File: src/rtl/registered_channel_mux.sv
// Registered N-way channel selector with direct/auto-scan modes, hold,
// strobe-forced zero capture and out-of-range select detection.
module registered_channel_mux #(
  parameter int WIDTH    = 4,
  parameter int CHANNELS = 2
) (
  input  logic                         CLK,
  input  logic                         CLR,
  input  logic [CHANNELS*WIDTH-1:0]    D,
  input  logic [$clog2(CHANNELS)-1:0]  SELECT,
  input  logic                         MODE,
  input  logic                         G_bar,
  input  logic                         HOLD,
  output logic [WIDTH-1:0]             Q,
  output logic [$clog2(CHANNELS)-1:0]  CH,
  output logic                         WRAP,
  output logic                         ERR
);

  localparam int SEL_W = $clog2(CHANNELS);
  localparam logic [SEL_W:0]   CH_COUNT = (SEL_W+1)'(CHANNELS);
  localparam logic [SEL_W-1:0] LAST_CH  = SEL_W'(CHANNELS - 1);

  logic [SEL_W-1:0] cnt;
  logic [SEL_W-1:0] idx;
  logic [WIDTH-1:0] sel_word;
  logic             in_range;

  assign idx      = MODE ? cnt : SELECT;
  assign in_range = ({1'b0, SELECT} < CH_COUNT);

  // Explicit compare-per-channel keeps the mux in bounds when SELECT
  // exceeds CHANNELS-1 (non-power-of-two channel counts).
  always_comb begin
    sel_word = '0;
    for (int unsigned k = 0; k < CHANNELS; k++) begin
      if (idx == SEL_W'(k)) sel_word = D[k*WIDTH +: WIDTH];
    end
  end

  always_ff @(posedge CLK) begin
    if (CLR || G_bar) begin
      Q    <= '0;
      CH   <= '0;
      cnt  <= '0;
      WRAP <= 1'b0;
      ERR  <= 1'b0;
    end else if (HOLD) begin
      WRAP <= 1'b0;
    end else if (MODE) begin
      Q   <= sel_word;
      CH  <= cnt;
      ERR <= 1'b0;
      if (cnt == LAST_CH) begin
        cnt  <= '0;
        WRAP <= 1'b1;
      end else begin
        cnt  <= cnt + SEL_W'(1);
        WRAP <= 1'b0;
      end
    end else begin
      Q    <= in_range ? sel_word : '0;
      CH   <= SELECT;
      ERR  <= ~in_range;
      cnt  <= '0;
      WRAP <= 1'b0;
    end
  end

endmodule
File: config.mk
export PLATFORM = sky130hd
export DESIGN_NAME = registered_channel_mux
export DESIGN_NICKNAME = d
export VERILOG_FILES = /design/src/rtl/registered_channel_mux.sv
export SDC_FILE = /design/constraint.sdc
export NUM_CORES = 1
export LEC_CHECK = 0
export ABC_AREA = 1
export BUFFER_PORTS_ARGS = -buffer_cell sky130_fd_sc_hd__buf_2
export CAP_MARGIN = 25
export CORE_AREA = 3 3 40 42
export DETAILED_ROUTE_END_ITERATION = 12
export DIE_AREA = 0 0 43 45
export SLEW_MARGIN = 15
export SYNTH_ARGS = -nofsm -noshare
export SYNTH_HDL_FRONTEND = slang
export SYNTH_SLANG_ARGS = --single-unit
File: constraint.sdc
create_clock -name CLK -period 1.14 [get_ports CLK]
set_clock_uncertainty 0.1 [all_clocks]
set_input_delay 0.057 -clock CLK [delete_from_list [all_inputs] [get_ports CLK]]
set_output_delay 0.057 -clock CLK [all_outputs]
set_load 0.01 [all_outputs]
# == Word level (Yosys, flattened, before mapping) ==
# Cells that the tools add are included.
# op_classes
addsub,1
muxes,5
bitwise_logic,1
n_reduce_logical,2
# ops
operator,count
$mux W1,4
$mux W4,1
$reduce_or A3 Y1,1
$add A1 B1 Y1 const B,1
$logic_or A1 B1 Y1,1
$not A1 Y1,1
# totals
regBits,7
in_bits,14

# == Depth between registers and ports, before layout ==
# Gate-level depths: netlist (run 1).
# logic_depth
word_depth,3
ltp_mapped,6

# == Worst setup path after synthesis (run 1) ==
# No wires, ideal clock.
# synth_path
kind,register -> register
from,register cnt
to,register Q[0]
setup_ps,109
t_arrival_ps,710
t_required_ps,931
setup_slack_ps,222
stages_incl_launch_ff,6
period_less_slack_ps,918
path_cell_list,dfxtp_1 nand2_1 nand3_1 nand3_1 nand2_1 inv_1
# synth_via
elab_chain_len,2
# synth_rtl
element,line_no,rtl
from (decl),24,logic [SEL_W-1:0] cnt;
from (signal assigned),58,cnt <= cnt + SEL_W'(1);
$mux W1,29,assign idx = MODE ? cnt : SELECT;
$mux W4,37,if (idx == SEL_W'(k)) sel_word = D[k*WIDTH +: WIDTH];
to (signal assigned),51,Q <= sel_word;
to (signal assigned),62,Q <= in_range ? sel_word : '0;
to (decl),14,"output logic [WIDTH-1:0] Q,"
# No other way between the ends.
# A chain may end at the register's enable or synchronous reset.

==> results of run 1 <==
==> routing by layer <==
metal / global-route usage / part of all wire
met1: 0.149 / 0.46
met2: 0.156 / 0.46
met3: 0.0279 / 0.072
met4: 0.108 / 0.011
met5: 0 / 0
==> power by group through the flow <==
stage	Sequential [mW]	Clock (mW)	Combinational, mW
2_1_floorplan	0.268	0	0.0699
3_3_place_gp	0.264	0	0.102
3_5_place_dp	0.265	0	0.104
4_1_cts	0.259	0.240	0.107
5_1_grt	0.261	0.251	0.124
6_report	0.260	0.226	0.109
==> worst max-delay path: stages <==
cell and delay, ns:
dlygate4sd3_1 0.53, buf_2 0.15, inv_4 0.11, nor2_1 0.06, a211oi_2 0.18
==> synth_stat cells <==
| cell type | n |
|---|---|
| or2_1 | 1 |
| buf_4 | 1 |
| buf_6 | 1 |
| inv_2 | 3 |
| nor2_2 | 5 |
| nand2_1 | 9 |
| conb_1 | 1 |
| buf_8 | 1 |
| nand3_1 | 13 |
| nor3_2 | 1 |
| nor2_1 | 6 |
| a211oi_2 | 1 |
| inv_1 | 6 |
| dfxtp_1 | 7 |
==> metrics by stage <==
stage	area, um2	power [mW]
2_1_floorplan	393	0.338
3_3_place_gp	473	0.366
3_5_place_dp	473	0.368
4_1_cts	509	0.606
5_1_grt	517	0.636
6_report	517	0.595
==> how the worst min path moves through the flow <==
stage / to / slack (ns) / depth (start not counted) / from
floorplan: WRAP / 0.03 / 1 / HOLD
global placement: WRAP / 0.16 / 2 / HOLD
detailed placement: WRAP / 0.16 / 2 / HOLD
CTS: Q[1] / 0.02 / 5 / D[5]
global route: Q[1] / 0.06 / 5 / D[5]
finish: Q[0] / 0.03 / 5 / D[4]
==> kinds of logic after synthesis <==
family,Yosys count,share of synthesized area
flops,7,0.357
compound gates,1,0.0318
other cells,1,0.00954
buf+inv,12,0.172
simple gates,35,0.430
==> placed cells by master (no fill, tap or decap), drive strengths merged <==
cell         count
nand3           13
dlygate4sd3      1
clkbuf           4
or2              1
inv              9
nor3             1
conb             1
a211oi           1
nor2            11
buf             19
dfxtp            7
nand2            9
==> final cells by class <==
type | instances | area [um2]
well taps | 15 | 18.8
repair buffers | 20 | 105
fillers | 144 | 768
clock buffers | 4 | 26.3
inverters | 9 | 36.3
multi-input cells | 37 | 190
flip-flops and latches | 7 | 140
==> registers in the layout, indices dropped and copies added (netlist names) <==
| register | flops |
|---|---|
| CH | 1 |
| Q | 4 |
| WRAP | 1 |
| cnt | 1 |
==> timing repair <==
| action | 4_1_cts | 5_1_grt |
|---|---|---|
| endpoints found under the setup margin | 0 | 2 |
| hold endpoints to repair | 1 | 0 |
| hold buffers | 1 | 0 |
| gates resized for setup | 0 | 3 |
==> results_dict.tcl, run 1 <==
set metrics [dict create \
    clock-sinks 7 \
    syn-num-nets 70 \
    place_congestion 0.779 \
    clk_pin_slew_worst_paths_ns 0.05 \
    power_density_nw_per_um2 1150 \
    max-cap-violations 0 \
    cp-startpoint "HOLD" \
    initial_core_util 0.306 \
    place_ws_ns 0.111 \
    htree_levels 1 \
    synthCells 56 \
    synth.avg_cell_area_um2 7.02 \
    fin_tns_setup_ns 0 \
    grt_max_degree 13 \
    overflow 0 \
    cts-root-buf "clkbuf_4" \
    die-area_um2 1940 \
    rows 13 \
    switchingPower_mw 0.160 \
    rsz0062_at_grt "no" \
    hold_viol 0 \
    ys_types 14 \
    fin_ws_ns 0.124 \
    drive_gt1_frac 0.442 \
    clk_path_buf_depth 2 \
    yosys.area.top_type "dfxtp_1" \
    status "finished clean" \
    hold_class "in -> reg" \
    worst_hold_slack_ns 0.0298 \
    grt_usage 0.116 \
    ys_seq_elements 7 \
    grt_pass1_wl_um 1610 \
    cts_made_buffers 3 \
    worst_r2r_path_depth 5 \
    postLayoutCoreUtil 0.402 \
    r2r-start "cnt" \
    r2r_end "Q[3]" \
    yosys_warnings 0 \
    area_growth_pct 31.5 \
    grt_pass1_vias 395 \
    dp_cells 87 \
    hpwl_um 699 \
    p_comb_frac 0.184 \
    antenna_cells 0 \
    critPathArrivalTime_ns 1.09 \
    dr.pass1.iters 2 \
    core_area_um2 1280 \
    finalSetupViolCount 0 \
    num_vias 400 \
    synth_top_area_share 0.357 \
    max_freq_ghz 0.984 \
    ys_top_cells_by_area "dfxtp_1 (36%), nand3_1 (17%), nand2_1 (8.6%)" \
    die_h_um 45 \
    r2r_slack_ns 0.16 \
    layout.nets 92 \
    finalMaxSlewViolations 0 \
    ys_seq_area_frac 0.357 \
    crit_fanout 12 \
    post-cts-setup-buffers 0 \
    cp-end-kind "register" \
    die-width_um 43 \
    switching_share 0.269 \
    wirelength_um 922 \
    ioPinCount 21 \
    drt_first_iter_violations 4 \
    post-route-period-util 0.891 \
    ir_worst_vdd_v 0.000382 \
    drc 0 \
    avgRoutedWirePerCell_um 10.0 \
    pwr-share-seq 0.436 \
    portBuffers 19 \
    power_frac_clock 0.380 \
    worstPathRequired_ns 1.21 \
    power.internal_mw 0.435 \
    clock_latency_ns 0.25 \
    finalNonFillerCells 92 \
    ant_nets 0 \
    cts_tree "yes" \
    timing.final.crit_period_ns 1.02 \
    power_leakage_nw 0.296 \
    synth_area_um2 393 \
    cp-start-kind "primary input" \
    setup.worst_path.end "cnt" \
    path_class "in -> reg" \
    via_per_inst 4.35 \
    grt_antenna_before_repair 0 \
]
Note: power is estimated with default switching activity, not from simulation.
==> run 2, diff against run 1 <==
--- a/config.mk
+++ b/config.mk
@@ -9,6 +9,7 @@
 export BUFFER_PORTS_ARGS = -buffer_cell sky130_fd_sc_hd__buf_2
 export CAP_MARGIN = 25
 export CORE_AREA = 3 3 40 42
+export CTS_BUF_LIST = sky130_fd_sc_hd__clkbuf_4 sky130_fd_sc_hd__clkbuf_8
 export DETAILED_ROUTE_END_ITERATION = 12
 export DIE_AREA = 0 0 43 45
 export SLEW_MARGIN = 15
==> run 2 against run 1 <==
Effect of this change: hold slack got worse by 0.0026 ns; non-clock buffer count did not move; critical path depth did not move; highest routed layer unchanged; cell count did not move; largest cell class unchanged; global-route usage fell by 0.25 points.
==> results_dict.tcl, run 2 (same netlist as run 1, synthesis figures left out) <==
set metrics [dict create \
    postLayoutCoreUtil 0.405 \
    path_class "in -> reg" \
    layout.nets 92 \
    die_h_um 45 \
    via_per_inst 4.33 \
    portBuffers 19 \
    clk_pin_slew_worst_paths_ns 0.05 \
    cts_made_buffers 3 \
    wl_met1_um 426 \
    grt_usage 0.113 \
    finalMaxSlewViolations 0 \
    dr.pass1.iters 4 \
    clock-sinks 7 \
    drc 0 \
    clock_latency_ns 0.25 \
    slowest_delay_ns 0.53 \
    top_register "Q" \
    area_growth_pct 32.5 \
    worst_r2r_path_depth 5 \
    r2r_slack_ns 0.16 \
    critPathArrivalTime_ns 1.09 \
    post-cts-setup-buffers 0 \
    status "finished clean" \
    power_density_nw_per_um2 1190 \
    ir_worst_vdd_v 0.000440 \
    ioPinCount 21 \
    slowest_stage "dlygate4sd3_1" \
    cp_cell_sequence "dlygate4sd3_1 -> buf_2 -> inv_4 -> nor2_1 -> a211oi_2" \
    initial_core_util 0.306 \
    top_layer "met4" \
    power_leakage_nw 0.299 \
    cts_tree "yes" \
    drive_gt1_frac 0.455 \
    whs_path_depth 5 \
    place_area_um2 473 \
    final_cell_mix "buf_2 (19), nand3_1 (13), dfxtp_1 (7), nand2_1 (7)" \
    avgRoutedWirePerCell_um 9.91 \
    timing.final.crit_period_ns 1.02 \
    cp-end-kind "register" \
    max-cap-violations 0 \
    cts-root-buf "clkbuf_4" \
    die-area_um2 1940 \
    grt_pass1_wl_um 1610 \
    htree_levels 1 \
    drt_first_iter_violations 5 \
    grt_pass1_vias 395 \
    largest_reg_flops 4 \
    rows 13 \
    antenna_cells 0 \
    grt_max_degree 13 \
    wl_met3_um 67 \
    fin_tns_setup_ns 0 \
    final_common_cell "buf_2" \
    ant_nets 0 \
    cp-start-kind "primary input" \
    core_area_um2 1280 \
    hold_class "in -> reg" \
    rsz0062_at_grt "no" \
    wirelength_um 912 \
    crit_fanout 12 \
    post-route-period-util 0.896 \
    max_freq_ghz 0.979 \
    finalSetupViolCount 0 \
    clk_path_buf_depth 2 \
    fin_area_um2 520 \
    num_vias 398 \
    overflow 0 \
    place_congestion 0.779 \
    grt_antenna_before_repair 0 \
    hold_viol 0 \
    worstPathRequired_ns 1.21 \
    route.met2.wl_um 408 \
    hpwl_um 699 \
    die-width_um 43 \
]
[run 2: routing by layer]
| metal | global-route usage | vias to the layer above |
|---|---|---|
| met5 | 0 | - |
| met4 | 0.0904 | 0 |
| met3 | 0.0279 | 2 |
| met2 | 0.156 | 14 |
| met1 | 0.149 | 171 |
| li1 | - | 211 |
[run 2: layout make-up]
cell class	count	area [um2]
clock buffers	4	30.0
repair buffers	20	105
fillers	143	764
well taps	15	18.8
flip-flops and latches	7	140
inverters	9	36.3
multi-input cells	37	190
[run 2: worst max-delay path: cells and delay by family]
kind / cells / cell delay (ns)
compound gates: 1 / 0.18
buf+inv: 3 / 0.79
simple gates: 1 / 0.06
[run 2: through the flow]
| stage | hold slack, ns | setup WS [ns] | cells | power (mW) |
|---|---|---|---|---|
| 2_1_floorplan | 0.0267 | 0.222 | 56 | 0.338 |
| 3_3_place_gp | 0.161 | 0.155 | 87 | 0.366 |
| 3_5_place_dp | 0.161 | 0.111 | 87 | 0.368 |
| 4_1_cts | 0.0192 | 0.0681 | 92 | 0.626 |
| 5_1_grt | 0.0659 | 0.0236 | 92 | 0.656 |
| 6_report | 0.0272 | 0.119 | 92 | 0.618 |
[run 2: worst paths after layout]
path                            startpoint   end
worst max-delay path                  HOLD   cnt
worst min-delay path                  D[5]  Q[1]
worst max register to register         cnt  Q[3]
worst min register to register         cnt  WRAP
[run 2: report_power, final]
group	internal, mW	leakage, nW	total (mW)	switching (mW)
clock network	0.157	0.0184	0.249	0.0918
registers	0.255	0.0572	0.260	0.00513
logic	0.0469	0.223	0.109	0.0624
[run 2: what timing repair did]
| item | 4_1_cts | 5_1_grt |
|---|---|---|
| hold buffers | 1 | 0 |
| gates resized for setup | 0 | 3 |
| endpoints found under the setup margin | 0 | 3 |
| endpoints found under the hold margin | 1 | 0 |
==> run 3, diff against run 2 <==
==> constraint.sdc (replaced) <==
create_clock -name CLK -period 1 [get_ports CLK]
set_clock_uncertainty 0.1 [all_clocks]
set_input_delay 0.05 -clock CLK [delete_from_list [all_inputs] [get_ports CLK]]
set_output_delay 0.05 -clock CLK [all_outputs]
set_load 0.01 [all_outputs]
==> run 3 against run 2 <==
Effect of this change: routed wire length increased by 6.0%; clock power grew 15%; non-clock buffer count did not move; core utilization increased by 2.4 points; power is 16% higher; critical endpoint is now Q[1]; highest routed layer unchanged.
==> results_dict.tcl, run 3 (same netlist as run 1, synthesis figures left out) <==
set metrics [dict create \
    timing.final.crit_period_ns 0.940 \
    place_ws_ns -0.0290 \
    cts-root-buf "clkbuf_4" \
    cp-start-kind "register" \
    whs_path_depth 5 \
    final_cell_mix "buf_2 (19), nand3_1 (9), nand2_1 (7)" \
    path_class "reg -> reg" \
    clk_path_buf_depth 2 \
    avgRoutedWirePerCell_um 10.5 \
    busiest_layer "met2" \
    drc 0 \
    worstPathRequired_ns 1.05 \
    largest_reg_flops 4 \
    area_growth_pct 40.4 \
    drive_gt1_frac 0.519 \
    cp-end-kind "register" \
    rows 13 \
    max_freq_ghz 1.06 \
    hold_viol 0 \
    num_vias 413 \
    dr.pass1.iters 4 \
    overflow 0 \
    post-route-period-util 0.940 \
    initial_core_util 0.306 \
    cts_made_buffers 3 \
    finalSetupViolCount 0 \
    htree_levels 1 \
    slowest_delay_ns 0.35 \
    grt_antenna_before_repair 0 \
    use_met1 0.147 \
    core_area_um2 1280 \
    status "finished clean" \
    worst_r2r_path_depth 6 \
    layout.nets 92 \
    die-width_um 43 \
    clock-sinks 7 \
    slowest_stage "dfxtp_4" \
    grt_pass1_vias 398 \
    portBuffers 19 \
    finalMaxSlewViolations 0 \
    cp_cell_sequence "inv_2 -> nand2_4 -> nand3_1 -> nand3_1 -> nand2_1 -> inv_1" \
    power_leakage_nw 0.317 \
    clk_pin_slew_worst_paths_ns 0.05 \
    use_met3 0.0279 \
    crit_fanout 5 \
    max-cap-violations 0 \
    fin_tns_setup_ns 0 \
    die_h_um 45 \
    top_register "Q" \
    ant_nets 0 \
    grt_usage 0.113 \
    clock_latency_ns 0.25 \
    ioPinCount 21 \
    met2_usage 0.159 \
    die-area_um2 1940 \
    grt_pass1_wl_um 1610 \
    hold_class "in -> reg" \
    power_density_nw_per_um2 1300 \
    grt_max_degree 13 \
    drt_first_iter_violations 3 \
    hpwl_um 699 \
    final_common_cell "buf_2" \
    crit_top_cell "nand3_1" \
    ir_worst_vdd_v 0.000474 \
    cts_tree "yes" \
    antenna_cells 0 \
    wirelength_um 967 \
    via_per_inst 4.49 \
    post-cts-setup-buffers 0 \
    place_congestion 0.779 \
    total_power_mw 0.717 \
    fin_ws_ns 0.0600 \
    critPathArrivalTime_ns 0.99 \
]
run 3: cell types whose count changed in the layout (fill, tap and decap cells not counted):
cell	delta
nand3_2	+4
dfxtp_1	-1
inv_4	-1
dfxtp_4	+1
nand2_4	+2
inv_2	+1
nand2_2	-2
nand3_1	-4
run 3: worst paths after layout:
| path | slack (ns) | from | endpoint |
|---|---|---|---|
| worst max-delay path | 0.06 | cnt | Q[1] |
| worst max register to register | 0.06 | cnt | Q[1] |
| worst min-delay path | 0.02 | D[4] | Q[0] |
| worst min register to register | 0.44 | cnt | WRAP |
run 3: report_power, final:
| part | switching, mW | total (mW) | internal (mW) |
|---|---|---|---|
| logic | 0.0782 | 0.135 | 0.0569 |
| clock network | 0.107 | 0.286 | 0.180 |
| registers | 0.00642 | 0.295 | 0.289 |
| total | 0.191 | 0.717 | 0.525 |
run 3: critical path: cells and delay by family, from the launching register on:
| kind | cells | cell delay (ns) |
|---|---|---|
| DFF | 1 | 0.35 |
| buffers and inverters | 2 | 0.10 |
| and+or+nand+nor | 4 | 0.29 |
run 3: metal layers:
layer	routed length [um]	part of all wire	vias to the layer above
met5	0	0	-
met1	440	0.46	182
met3	76	0.079	2
met2	440	0.46	16
met4	10	0.010	0
li1	-	-	213
run 3: repair_timing:
action / CTS / global route
endpoints found under the setup margin: 4 / 4
pin swaps: 0 / 1
hold endpoints to repair: 1 / 0
gates resized for setup: 2 / 8
hold buffers: 1 / 0
run 3: per-stage QoR:
stage               std cells  utilization  hold WS [ns]  cell area (um2)
finish                     92        0.429        0.0233              552
global route               92        0.429        0.0627              552
CTS                        92        0.403        0.0122              518
detailed placement         87        0.368         0.154              473
global placement           87        0.368         0.154              473
floorplan                  56            -        0.0197              393
run 3: layout make-up:
class	count	area [um2]
clock buffers	4	30.0
fillers	138	733
inverters	9	33.8
multi-input cells	37	220
flip-flops and latches	7	144
well taps	15	18.8
repair buffers	20	105
